**config.mk**
```make
export PLATFORM = sky130hd
export DESIGN_NAME = seg_scan_mux
export DESIGN_NICKNAME = d
export VERILOG_FILES = /design/src/rtl/seg_disp_pkg.sv /design/src/rtl/seg_scan_timer.sv /design/src/rtl/seg_scan_mux.sv
export SDC_FILE = /design/constraint.sdc
export NUM_CORES = 1
export LEC_CHECK = 0
export ABC_AREA = 0
export BUFFER_PORTS_ARGS = -buffer_cell sky130_fd_sc_hd__buf_2
export CORE_MARGIN = 10
export CORE_UTILIZATION = 36
export DETAILED_ROUTE_END_ITERATION = 8
export MAX_ROUTING_LAYER = met4
export RECOVER_POWER = 100
export SLEW_MARGIN = 20
export SYNTH_ARGS = -nofsm -noshare
export SYNTH_HDL_FRONTEND = slang
export SYNTH_HIERARCHICAL = 1
export SYNTH_SLANG_ARGS = --single-unit
```
**constraint.sdc**
```tcl
create_clock -name clk -period 2.6 [get_ports clk]
set_input_delay 0.13 -clock clk [delete_from_list [all_inputs] [get_ports clk]]
set_output_delay 0.13 -clock clk [all_outputs]
set_load 0.01 [all_outputs]
```
**src/rtl/seg_disp_pkg.sv**
```systemverilog
//------------------------------------------------------------------------------
// Package  : seg_disp_pkg
// Brief    : Shared types and constants for the 7-segment scan multiplexer.
// Revision : 1.0 - initial release
//------------------------------------------------------------------------------
`default_nettype none

package seg_disp_pkg;

  // Code the downstream decoder renders with every segment off
  localparam logic [3:0] BCD_DARK   = 4'hF;
  localparam int         MAX_DIGITS = 8;

  typedef enum logic [0:0] {
    GUARD = 1'b0,
    SHOW  = 1'b1
  } scan_state_t;

  // Active-low anode pattern with the low n bits set (all digits off)
  function automatic logic [MAX_DIGITS-1:0] all_off(input int n);
    logic [MAX_DIGITS-1:0] m;
    m = '0;
    for (int i = 0; i < MAX_DIGITS; i++) begin
      if (i < n) m[i] = 1'b1;
    end
    return m;
  endfunction

endpackage

`default_nettype wire

```
**src/rtl/seg_scan_timer.sv**
```systemverilog
//------------------------------------------------------------------------------
// Module   : seg_scan_timer
// Brief    : Free-running cycle counter with runtime terminal value and
//            synchronous clear; times both lit and guard intervals.
// Revision : 1.0 - initial release
//------------------------------------------------------------------------------
`default_nettype none

module seg_scan_timer #(
  parameter int WIDTH = 8
) (
  input  logic             clk,
  input  logic             rst,
  input  logic             clr,
  input  logic [WIDTH-1:0] last,
  output logic             tc
);

  logic [WIDTH-1:0] r_count;

  always_ff @(posedge clk) begin
    if (rst || clr) begin
      r_count <= '0;
    end else begin
      r_count <= r_count + WIDTH'(1);
    end
  end

  assign tc = (r_count == last);

endmodule

`default_nettype wire

```
**src/rtl/seg_scan_mux.sv**
```systemverilog
//------------------------------------------------------------------------------
// Module   : seg_scan_mux
// Brief    : Common-anode multi-digit 7-segment scanner with guard interval.
//            Optional leading-zero blanking when SEG_SCAN_LZB_EN is defined.
// Revision : 1.0 - initial release
//------------------------------------------------------------------------------
`default_nettype none

module seg_scan_mux
  import seg_disp_pkg::*;
#(
  parameter int NUM_DIGITS = 4,
  parameter int SCAN_DIV   = 100000,
  parameter int GUARD_CYC  = 2
) (
  input  logic                          clk,
  input  logic                          rst,
  input  logic [4*NUM_DIGITS-1:0]       digits_in,
  input  logic                          load,
  input  logic                          blank,
  output logic [3:0]                    bcd,
  output logic [NUM_DIGITS-1:0]         an,
  output logic [$clog2(NUM_DIGITS)-1:0] dig_idx,
  output logic                          frame_start
);

  localparam int IW = $clog2(NUM_DIGITS);
  localparam int TW = $clog2((SCAN_DIV > GUARD_CYC) ? SCAN_DIV : GUARD_CYC);

  localparam logic [IW-1:0]         c_last_idx   = IW'(NUM_DIGITS - 1);
  localparam logic [MAX_DIGITS-1:0] c_off_wide   = all_off(NUM_DIGITS);
  localparam logic [NUM_DIGITS-1:0] c_an_off     = c_off_wide[NUM_DIGITS-1:0];
  localparam logic [TW-1:0]         c_show_last  = TW'(SCAN_DIV - 1);
  localparam logic [TW-1:0]         c_guard_last = TW'(GUARD_CYC - 1);

  scan_state_t             r_state;
  logic [IW-1:0]           r_idx;
  logic [4*NUM_DIGITS-1:0] r_shadow;
  logic [NUM_DIGITS-1:0]   r_an;
  logic [3:0]              r_bcd;
  logic                    r_fs;

  scan_state_t             w_nxt_state;
  logic [IW-1:0]           w_nxt_idx;
  logic [IW-1:0]           w_sel;
  logic                    w_lit;
  logic                    w_nxt_fs;
  logic [NUM_DIGITS-1:0]   w_nxt_an;
  logic [3:0]              w_nxt_bcd;
  logic [NUM_DIGITS-1:0]   w_lzb;
  logic [TW-1:0]           w_last;
  logic                    w_tc;

  assign w_last = (r_state == SHOW) ? c_show_last : c_guard_last;

  // Cleared on its own terminal count, so each interval restarts from zero
  seg_scan_timer #(
    .WIDTH (TW)
  ) u_timer (
    .clk  (clk),
    .rst  (rst),
    .clr  (w_tc),
    .last (w_last),
    .tc   (w_tc)
  );

`ifdef SEG_SCAN_LZB_EN
  // Digit k is a leading zero when it and every more significant digit are 0
  for (genvar k = 0; k < NUM_DIGITS; k++) begin : g_lzb
    if (k == 0) begin : g_units
      assign w_lzb[k] = 1'b0;
    end else begin : g_upper
      assign w_lzb[k] = (r_shadow[4*NUM_DIGITS-1:4*k] == '0);
    end
  end
`else
  assign w_lzb = '0;
`endif

  always_comb begin
    w_nxt_state = r_state;
    w_nxt_idx   = r_idx;
    w_sel       = r_idx;
    w_lit       = 1'b0;
    w_nxt_fs    = 1'b0;
    unique case (r_state)
      GUARD: begin
        if (w_tc) begin
          w_nxt_state = SHOW;
          w_nxt_idx   = (r_idx == c_last_idx) ? '0 : r_idx + IW'(1);
          w_sel       = w_nxt_idx;
          w_lit       = 1'b1;
          w_nxt_fs    = (w_nxt_idx == '0);
        end
      end
      SHOW: begin
        if (w_tc) begin
          w_nxt_state = GUARD;
        end else begin
          w_lit = 1'b1;
        end
      end
    endcase

    // Output registers follow the state being entered, not the current one
    w_nxt_an  = c_an_off;
    w_nxt_bcd = BCD_DARK;
    if (w_lit && !blank && !w_lzb[w_sel]) begin
      w_nxt_an[w_sel] = 1'b0;
      w_nxt_bcd       = r_shadow[{w_sel, 2'b00} +: 4];
    end
  end

  always_ff @(posedge clk) begin
    if (rst) begin
      r_state  <= GUARD;
      r_idx    <= c_last_idx;
      r_shadow <= '0;
      r_an     <= c_an_off;
      r_bcd    <= BCD_DARK;
      r_fs     <= 1'b0;
    end else begin
      r_state <= w_nxt_state;
      r_idx   <= w_nxt_idx;
      r_an    <= w_nxt_an;
      r_bcd   <= w_nxt_bcd;
      r_fs    <= w_nxt_fs;
      if (load) begin
        r_shadow <= digits_in;
      end
    end
  end

  assign an          = r_an;
  assign bcd         = r_bcd;
  assign dig_idx     = r_idx;
  assign frame_start = r_fs;

endmodule

`default_nettype wire
```
==> out/qor.log, run 1 <==
INFO  status         status=finished clean
INFO  yosys          synthAdderAreaFrac=1.24%
INFO  floorplan      core_footprint=5470squm
INFO  yosys          synth-xor-area-share=13.0%
INFO  floorplan      io-pin-count=31
INFO  floorplan      core.rowCount=27
INFO  placed_design  i_o_buffers=30
INFO  grt            grt_max_degree=24
INFO  worst_setup_path worst_setup_path_startpoint=r_state$_SDFF_PP0_
INFO  grt            global_route.usage.total=9.65%
INFO  layout         syn2layout_area_growth=16.4%
INFO  timing         clock_skew=0.00774ns
INFO  floorplan      die_area=9000squm
INFO  floorplan      die-height=94.9um
INFO  drt            drt-vias-per-instance=4.73
INFO  power          internal_power=939uW
INFO  drt            detail-route-antenna-nets=0
INFO  power          total_power=1230uW
INFO  run            drv.max_cap_violation_count=0
INFO  timing         rsz0062_at_grt=false
INFO  layout         mostFrequentLayoutCells=dfxtp_1, nor2_1, mux2i_1
INFO  timing         slew-limit-headroom=23.8%
INFO  clock_network  tritoncts=done
INFO  layout         fillers=561
INFO  power          p_leak=0.000919uW
INFO  timing         worst-slew-pin-transition=1.14ns
INFO  layout         nets=269
INFO  layout         postLayoutCoreUtil=42.9%
INFO  worst_setup_path slowest_delay=0.51ns
INFO  placed_design  final_wtd_congestion=0.834
INFO  timing         maximum_clock_frequency=420MHz
INFO  power          max-vdd-ir-drop=0.000188V
INFO  timing         fin_hold_ws=0.0618ns
INFO  clock_network  htreeDepth=2
INFO  drt            drc=0
INFO  worst_setup_path cp_num_buf_inv=3
INFO  clock_network  cts_setup_buffers=0
INFO  worst_setup_path required=2.77ns
INFO  clock_network  cts_inserted_buffers=5
INFO  yosys          yosys.area_share.simple=20.0%
INFO  grt            first_global_vias=1,480
INFO  min_path       path_class_of_the_lowest_slack_min_delay_path=primary input to register
INFO  yosys          synth-warning-count=6
INFO  power          share_clk_of_total_power=34.3%
INFO  power          share_seq_of_total_power=58.7%
INFO  yosys          netlist_instances=207
INFO  clock_network  ctsLongestPathBuffers=2
INFO  worst_setup_path cp_cell_sequence=buf_4 -> xnor2_1 -> nand4_1 -> nor4_2 -> buf_4 -> nand2b_4 -> mux2i_1 -> buf_12 -> mux2i_1 -> a22oi_2
INFO  yosys          synth-seq-area-share=44.6%
INFO  drt            first_iter_violations=119
INFO  yosys          synth-seq-cells=45
INFO  timing         timing.final.crit_share=91.5%
INFO  yosys          post_synth_mux_area_share=13.0%
INFO  yosys          area_fraction_in_compound_gates_after_synthesis=4.15%
INFO  timing         final_hold_viol_count=0
INFO  clock_network  clock_tree.root_cell=clkbuf_8
INFO  timing         setup_total_negative_slack=0ns
INFO  worst_setup_path maximum_fanout_along_the_worst_path=10
INFO  yosys          largest_family_of_logic_cells_by_synthesized_area=simple AND/OR/NAND/NOR gates
INFO  worst_setup_path cp.arrival=2.55ns
INFO  power          p_sw=291uW
INFO  clock_network  cts_hold_repair.buffers=0
INFO  layout         layout.cells.non_filler=320
INFO  yosys          mappedNetlistArea=2020squm
INFO  worst_setup_path critPathLaunchType=register
INFO  floorplan      initial_core_util=36.9%
INFO  drt            drt-wirelength-per-cell=12.9um
INFO  drt            via_count=1,512
INFO  layout         layout-drive-gt1-share=14.9%
INFO  timing         report.final.setup_viol=0
INFO  yosys          ys_types=36
INFO  min_path       min-delay-start=digits_in[2]
INFO  worst_setup_path worst-r2r-setup-slack=0.22ns
INFO  worst_setup_path critPathTopFamily=buffers and inverters
INFO  placed_design  placedCellCount=311
INFO  clock_network  clock_sink_count=45
INFO  layout         insertedDiodeCount=0
INFO  drt            drt-total-wl=4.12mm
INFO  power          switching_share=23.7%
INFO  timing         post-route-min-period=2.38ns
INFO  yosys          mean_area_per_synthesized_cell=9.75squm
INFO  clock_network  clk_latency=0.30ns
INFO  power          pwr_cell_area=523nW/um^2
INFO  floorplan      die_w=94.9um
INFO  layout         layout.cells.most_common=dfxtp_1
INFO  grt            antenna_found_initial=0
INFO  power          power.combinational.fraction=7.0%
INFO  worst_setup_path cpMaxStageDelayCell=dfxtp_1
INFO  placed_design  hpwl=3.00mm
INFO  grt            globalRouteOverflowTotal=0
INFO  drt            drt_pass1_iterations=4
INFO  clock_network  cts_resized=0
INFO  timing         maxSlewViolCount=0
INFO  worst_setup_path worstSetupEndpointType=register
INFO  worst_setup_path start_to_end_type_of_the_worst_setup_path=register to register
INFO  clock_network  path_clk_slew=0.09ns
INFO  worst_setup_path critical_path.reg2reg.startpoint=r_state$_SDFF_PP0_
INFO  grt            first_pass_grt_wire_length=6.72mm
metal layers:
| layer | up-vias | routed length (um) | part of all wire, % | track usage [%] |
|---|---|---|---|---|
| met5 | - | 0 | 0 | - |
| met3 | 6 | 192 | 4.7 | 2.62 |
| met1 | 698 | 1880 | 46 | 11.1 |
| li1 | 783 | - | - | - |
| met4 | 0 | 76 | 1.8 | 4.11 |
| met2 | 25 | 1970 | 48 | 15.4 |
through the flow:
stage / setup WS (ns) / cell area [sq um]
global placement: 0.260 / 2270
floorplan: 0.177 / 2050
detailed placement: 0.173 / 2270
CTS: 0.169 / 2360
finish: 0.220 / 2350
global route: 0.0405 / 2350
power by group through the flow:
stage	registers, uW	clock network (uW)	logic, uW
global placement	739	0	83.7
finish	722	422	85.5
detailed placement	738	0	85.8
global route	725	458	97.8
CTS	722	439	86.5
floorplan	733	0	62.3
state kept, by name (all words and copies together) (netlist names):
name	count
r_shadow	16
r_state	1
u_timer/r_count	17
frame_start	1
an	4
bcd	4
dig_idx	2
layout make-up:
class | instances | area, sq um | share of cell area, %
multi-input combinational | 155 | 1060 | 45.2
timing repair buffer | 37 | 196 | 8.36
tap | 72 | 90.1 | 3.84
sequential | 45 | 901 | 38.4
inverter | 3 | 11.3 | 0.479
clock buffer | 6 | 72.6 | 3.09
clock inverter | 2 | 15.0 | 0.639
worst register-to-register path: cells and delay by family, from the launching register on:
kind,cells,cell delay [ns]
AO/OA/AOI/OAI,1,0.10
XOR/XNOR,1,0.12
buffers and inverters,3,0.57
flip-flops,1,0.51
multiplexers,2,0.49
AND/OR/NAND/NOR,3,0.46
cell families (layout without fill, tap and decap cells):
kind of cell    Yosys count  in the layout
fa+ha+maj                 2              2
simple gates             78             78
flops                    45             45
xor+xnor                 30             30
buf+inv                  13             48
other cells               2              8
compound gates           12             12
mux                      25             25
cell usage after synthesis:
cell type  instances  area, sq um
a211oi_1           1         7.51
a21oi_1            4         20.0
a22oi_1            3         22.5
a22oi_2            1         12.5
and3_1             1         6.26
and4_4             1         11.3
buf_2              3         15.0
buf_6              1         11.3
buf_8              1         15.0
clkbuf_1           5         18.8
conb_1             2         7.51
dfxtp_1           45          901
ha_1               2         25.0
inv_1              3         11.3
mux2i_1           24          240
mux2i_4            1         22.5
nand2_1            6         22.5
nand2b_1           4         25.0
nand2b_4           1         13.8
nand3_1            6         30.0
nand3_2            1         10.0
nand3b_1           2         15.0
nand4_1            8         50.1
nor2_1            33          124
nor3_1             3         15.0
nor3_2             1         10.0
nor3b_1            1         7.51
nor4_1             6         37.5
o21ai_0            1         5.00
o22a_1             1         8.76
o31ai_1            1         7.51
or2_2              1         6.26
or3_1              2         12.5
or4_1              1         7.51
xnor2_1           12          105
xor2_1            18          158
final timing paths:
| path | to | depth (start not counted) |
|---|---|---|
| setup reg to reg | bcd[2]$_SDFF_PP1_ | 10 |
| setup / recovery | bcd[2]$_SDFF_PP1_ | 10 |
| hold reg to reg | r_shadow[14]$_SDFFE_PP0P_ | 2 |
| hold / removal | r_shadow[2]$_SDFFE_PP0P_ | 3 |
No activity file was read; power rests on OpenSTA's default activity.
==> inputs of run 2 (changes only) <==
- CELL_PAD_IN_SITES_DETAIL_PLACEMENT: unset -> 1
- CELL_PAD_IN_SITES_GLOBAL_PLACEMENT: unset -> 2
- CORE_UTILIZATION: 36 -> 31
- PLACE_DENSITY_LB_ADDON: unset -> 0.1
==> out/qor.log, run 2 (same netlist as run 1, synthesis figures left out) <==
INFO  worst_setup_path maximum_fanout_along_the_worst_path=6
INFO  timing         final_hold_viol_count=0
INFO  clock_network  clock_tree.root_cell=clkbuf_8
INFO  timing         maxSlewViolCount=0
INFO  worst_setup_path slowest_delay=0.39ns
INFO  worst_setup_path worst_setup_path_startpoint=u_timer/r_count[7]$_SDFF_PP0_
INFO  min_path       cells_on_worst_hold_path=3
INFO  layout         insertedDiodeCount=0
INFO  placed_design  i_o_buffers=30
INFO  layout         syn2layout_area_growth=18.7%
INFO  layout         layout-drive-gt1-share=16.5%
INFO  power          switching_share=22.3%
INFO  floorplan      core_footprint=6350squm
INFO  placed_design  final_wtd_congestion=0.730
INFO  timing         rsz0062_at_grt=false
INFO  floorplan      core.rowCount=29
INFO  worst_setup_path cp_cell_sequence=xor2_1 -> nor4_1 -> nand3_1 -> nor4_4 -> nand2b_4 -> o22a_1 -> nor3_2 -> a22oi_1
INFO  power          p_leak=0.000944uW
INFO  layout         design_area_final=2400squm
INFO  timing         setup_total_negative_slack=0ns
INFO  placed_design  post_dp_cell_area=2300squm
INFO  clock_network  path_clk_slew=0.09ns
INFO  floorplan      die_w=101um
INFO  worst_setup_path worstSetupEndpointType=register
INFO  layout         layout.cells.non_filler=326
INFO  layout         flip_flop_count_of_the_largest_register_all_copies_and_words_added=17
INFO  grt            globalRouteOverflowTotal=0
INFO  worst_setup_path required=2.75ns
INFO  timing         fin_hold_ws=0.0709ns
INFO  drt            first_iter_violations=36
INFO  clock_network  cts_setup_buffers=0
INFO  clock_network  cts_inserted_buffers=5
INFO  grt            first_global_vias=1,660
INFO  layout         top_registers=u_timer/r_count: 17 flops, r_shadow: 16 flops
INFO  worst_setup_path critical_path.reg2reg.startpoint=u_timer/r_count[7]$_SDFF_PP0_
INFO  power          share_clk_of_total_power=38.6%
INFO  layout         mostFrequentLayoutCells=dfxtp_1, nor2_1, mux2i_1
INFO  timing         worst-slew-pin-transition=1.15ns
INFO  placed_design  placedCellCount=319
INFO  clock_network  clock_sink_count=45
INFO  clock_network  htreeDepth=2
INFO  layout         largest-register=u_timer/r_count
INFO  drt            drc=0
INFO  worst_setup_path start_to_end_type_of_the_worst_setup_path=register to register
INFO  layout         postLayoutCoreUtil=37.7%
INFO  worst_setup_path cpMaxStageDelayCell=dfxtp_1
INFO  status         status=finished clean
INFO  layout         nets=271
INFO  grt            first_pass_grt_wire_length=8.02mm
INFO  min_path       path_class_of_the_lowest_slack_min_delay_path=primary input to register
INFO  min_path       min-delay-start=digits_in[13]
INFO  power          internal_power=1030uW
INFO  run            drv.max_cap_violation_count=0
INFO  power          power.combinational.fraction=7.1%
INFO  drt            drt-wirelength-per-cell=14.7um
INFO  power          max-vdd-ir-drop=0.000270V
INFO  power          pwr_cell_area=554nW/um^2
INFO  floorplan      die_area=10,100squm
INFO  clock_network  clk_latency=0.29ns
INFO  worst_setup_path critPathLaunchType=register
INFO  timing         clock_skew=0.00910ns
INFO  placed_design  hpwl=3.62mm
INFO  grt            global_route.usage.total=9.97%
INFO  drt            via_count=1,541
INFO  layout         layout.cells.most_common=dfxtp_1
INFO  floorplan      die-height=101um
INFO  clock_network  cts_hold_repair.buffers=0
INFO  timing         maximum_clock_frequency=416MHz
INFO  drt            drt_pass1_iterations=4
INFO  drt            drt-total-wl=4.78mm
INFO  timing         post-route-min-period=2.40ns
INFO  grt            antenna_found_initial=0
INFO  drt            drt-vias-per-instance=4.73
INFO  timing         report.final.setup_viol=0
INFO  floorplan      initial_core_util=31.8%
INFO  timing         slew-limit-headroom=23.3%
INFO  worst_setup_path worst-r2r-cell-count=8
INFO  power          p_sw=296uW
INFO  grt            grt_max_degree=24
INFO  power          share_seq_of_total_power=54.3%
INFO  drt            detail-route-antenna-nets=0
INFO  floorplan      io-pin-count=31
INFO  clock_network  ctsLongestPathBuffers=2
INFO  worst_setup_path cp.arrival=2.55ns
INFO  clock_network  tritoncts=done
INFO  timing         timing.final.crit_share=92.5%
==> run 2: cell types whose count changed in the layout (fill, tap and decap cells not counted) <==
cell and change:
mux2i_4 +1, dfxtp_1 -1, buf_4 +3, nor4_4 +1, clkinv_2 +1, buf_12 -1
nor4_2 -1, mux2i_1 -1, bufinv_16 +1, clkinvlp_4 -2, dfxtp_2 +1, clkbuf_1 -1
==> run 2: worst paths after layout <==
kind / to / slack (ns)
worst min-delay path: r_shadow[13]$_SDFFE_PP0P_ / 0.07
worst max register to register: bcd[1]$_SDFF_PP1_ / 0.20
worst min register to register: r_shadow[3]$_SDFFE_PP0P_ / 0.50
worst max-delay path: bcd[1]$_SDFF_PP1_ / 0.20
==> run 2: critical path: cells and delay by family (launching register included) <==
kind / cells / cell delay, ns
AO/OA/AOI/OAI: 2 / 0.39
XOR/XNOR: 1 / 0.18
flip-flops: 1 / 0.39
AND/OR/NAND/NOR: 5 / 1.29
==> run 2: what timing repair did <==
action	CTS	global route
endpoints found under the setup margin	2	6
gates resized for setup	1	2
hold endpoints to repair	0	0
==> run 2: stage by stage <==
stage	total power [uW]	setup WS (ns)
floorplan	796	0.177
global placement	831	0.0529
detailed placement	832	0.0145
CTS	1360	0.0939
global route	1390	0.0454
finish	1330	0.195
==> run 2: cell type report <==
type | count | area (sq um)
Clock buffer | 5 | 68.8
Clock inverter | 2 | 35.0
Fill cell | 754 | 3950
Inverter | 3 | 11.3
Multi-Input combinational cell | 155 | 1080
Sequential cell | 45 | 902
Tap cell | 77 | 96.3
Timing Repair Buffer | 39 | 199
==> run 2: per-layer routing <==
| metal | part of all wire, % | global-route usage, % | vias up |
|---|---|---|---|
| met1 | 51 | 13.4 | 745 |
| met3 | 2.9 | 2.47 | 2 |
| li1 | - | - | 777 |
| met5 | 0 | - | - |
| met4 | 0.52 | 2.61 | 0 |
| met2 | 45 | 14.5 | 17 |
==> run 2: power by group through the flow <==
| stage | sequential [uW] | combinational, uW | clock, uW |
|---|---|---|---|
| 2_1_floorplan | 733 | 62.3 | 0 |
| 3_3_place_gp | 738 | 92.8 | 0 |
| 3_5_place_dp | 738 | 93.5 | 0 |
| 4_1_cts | 722 | 95.8 | 539 |
| 5_1_grt | 724 | 108 | 556 |
| 6_report | 721 | 93.8 | 512 |
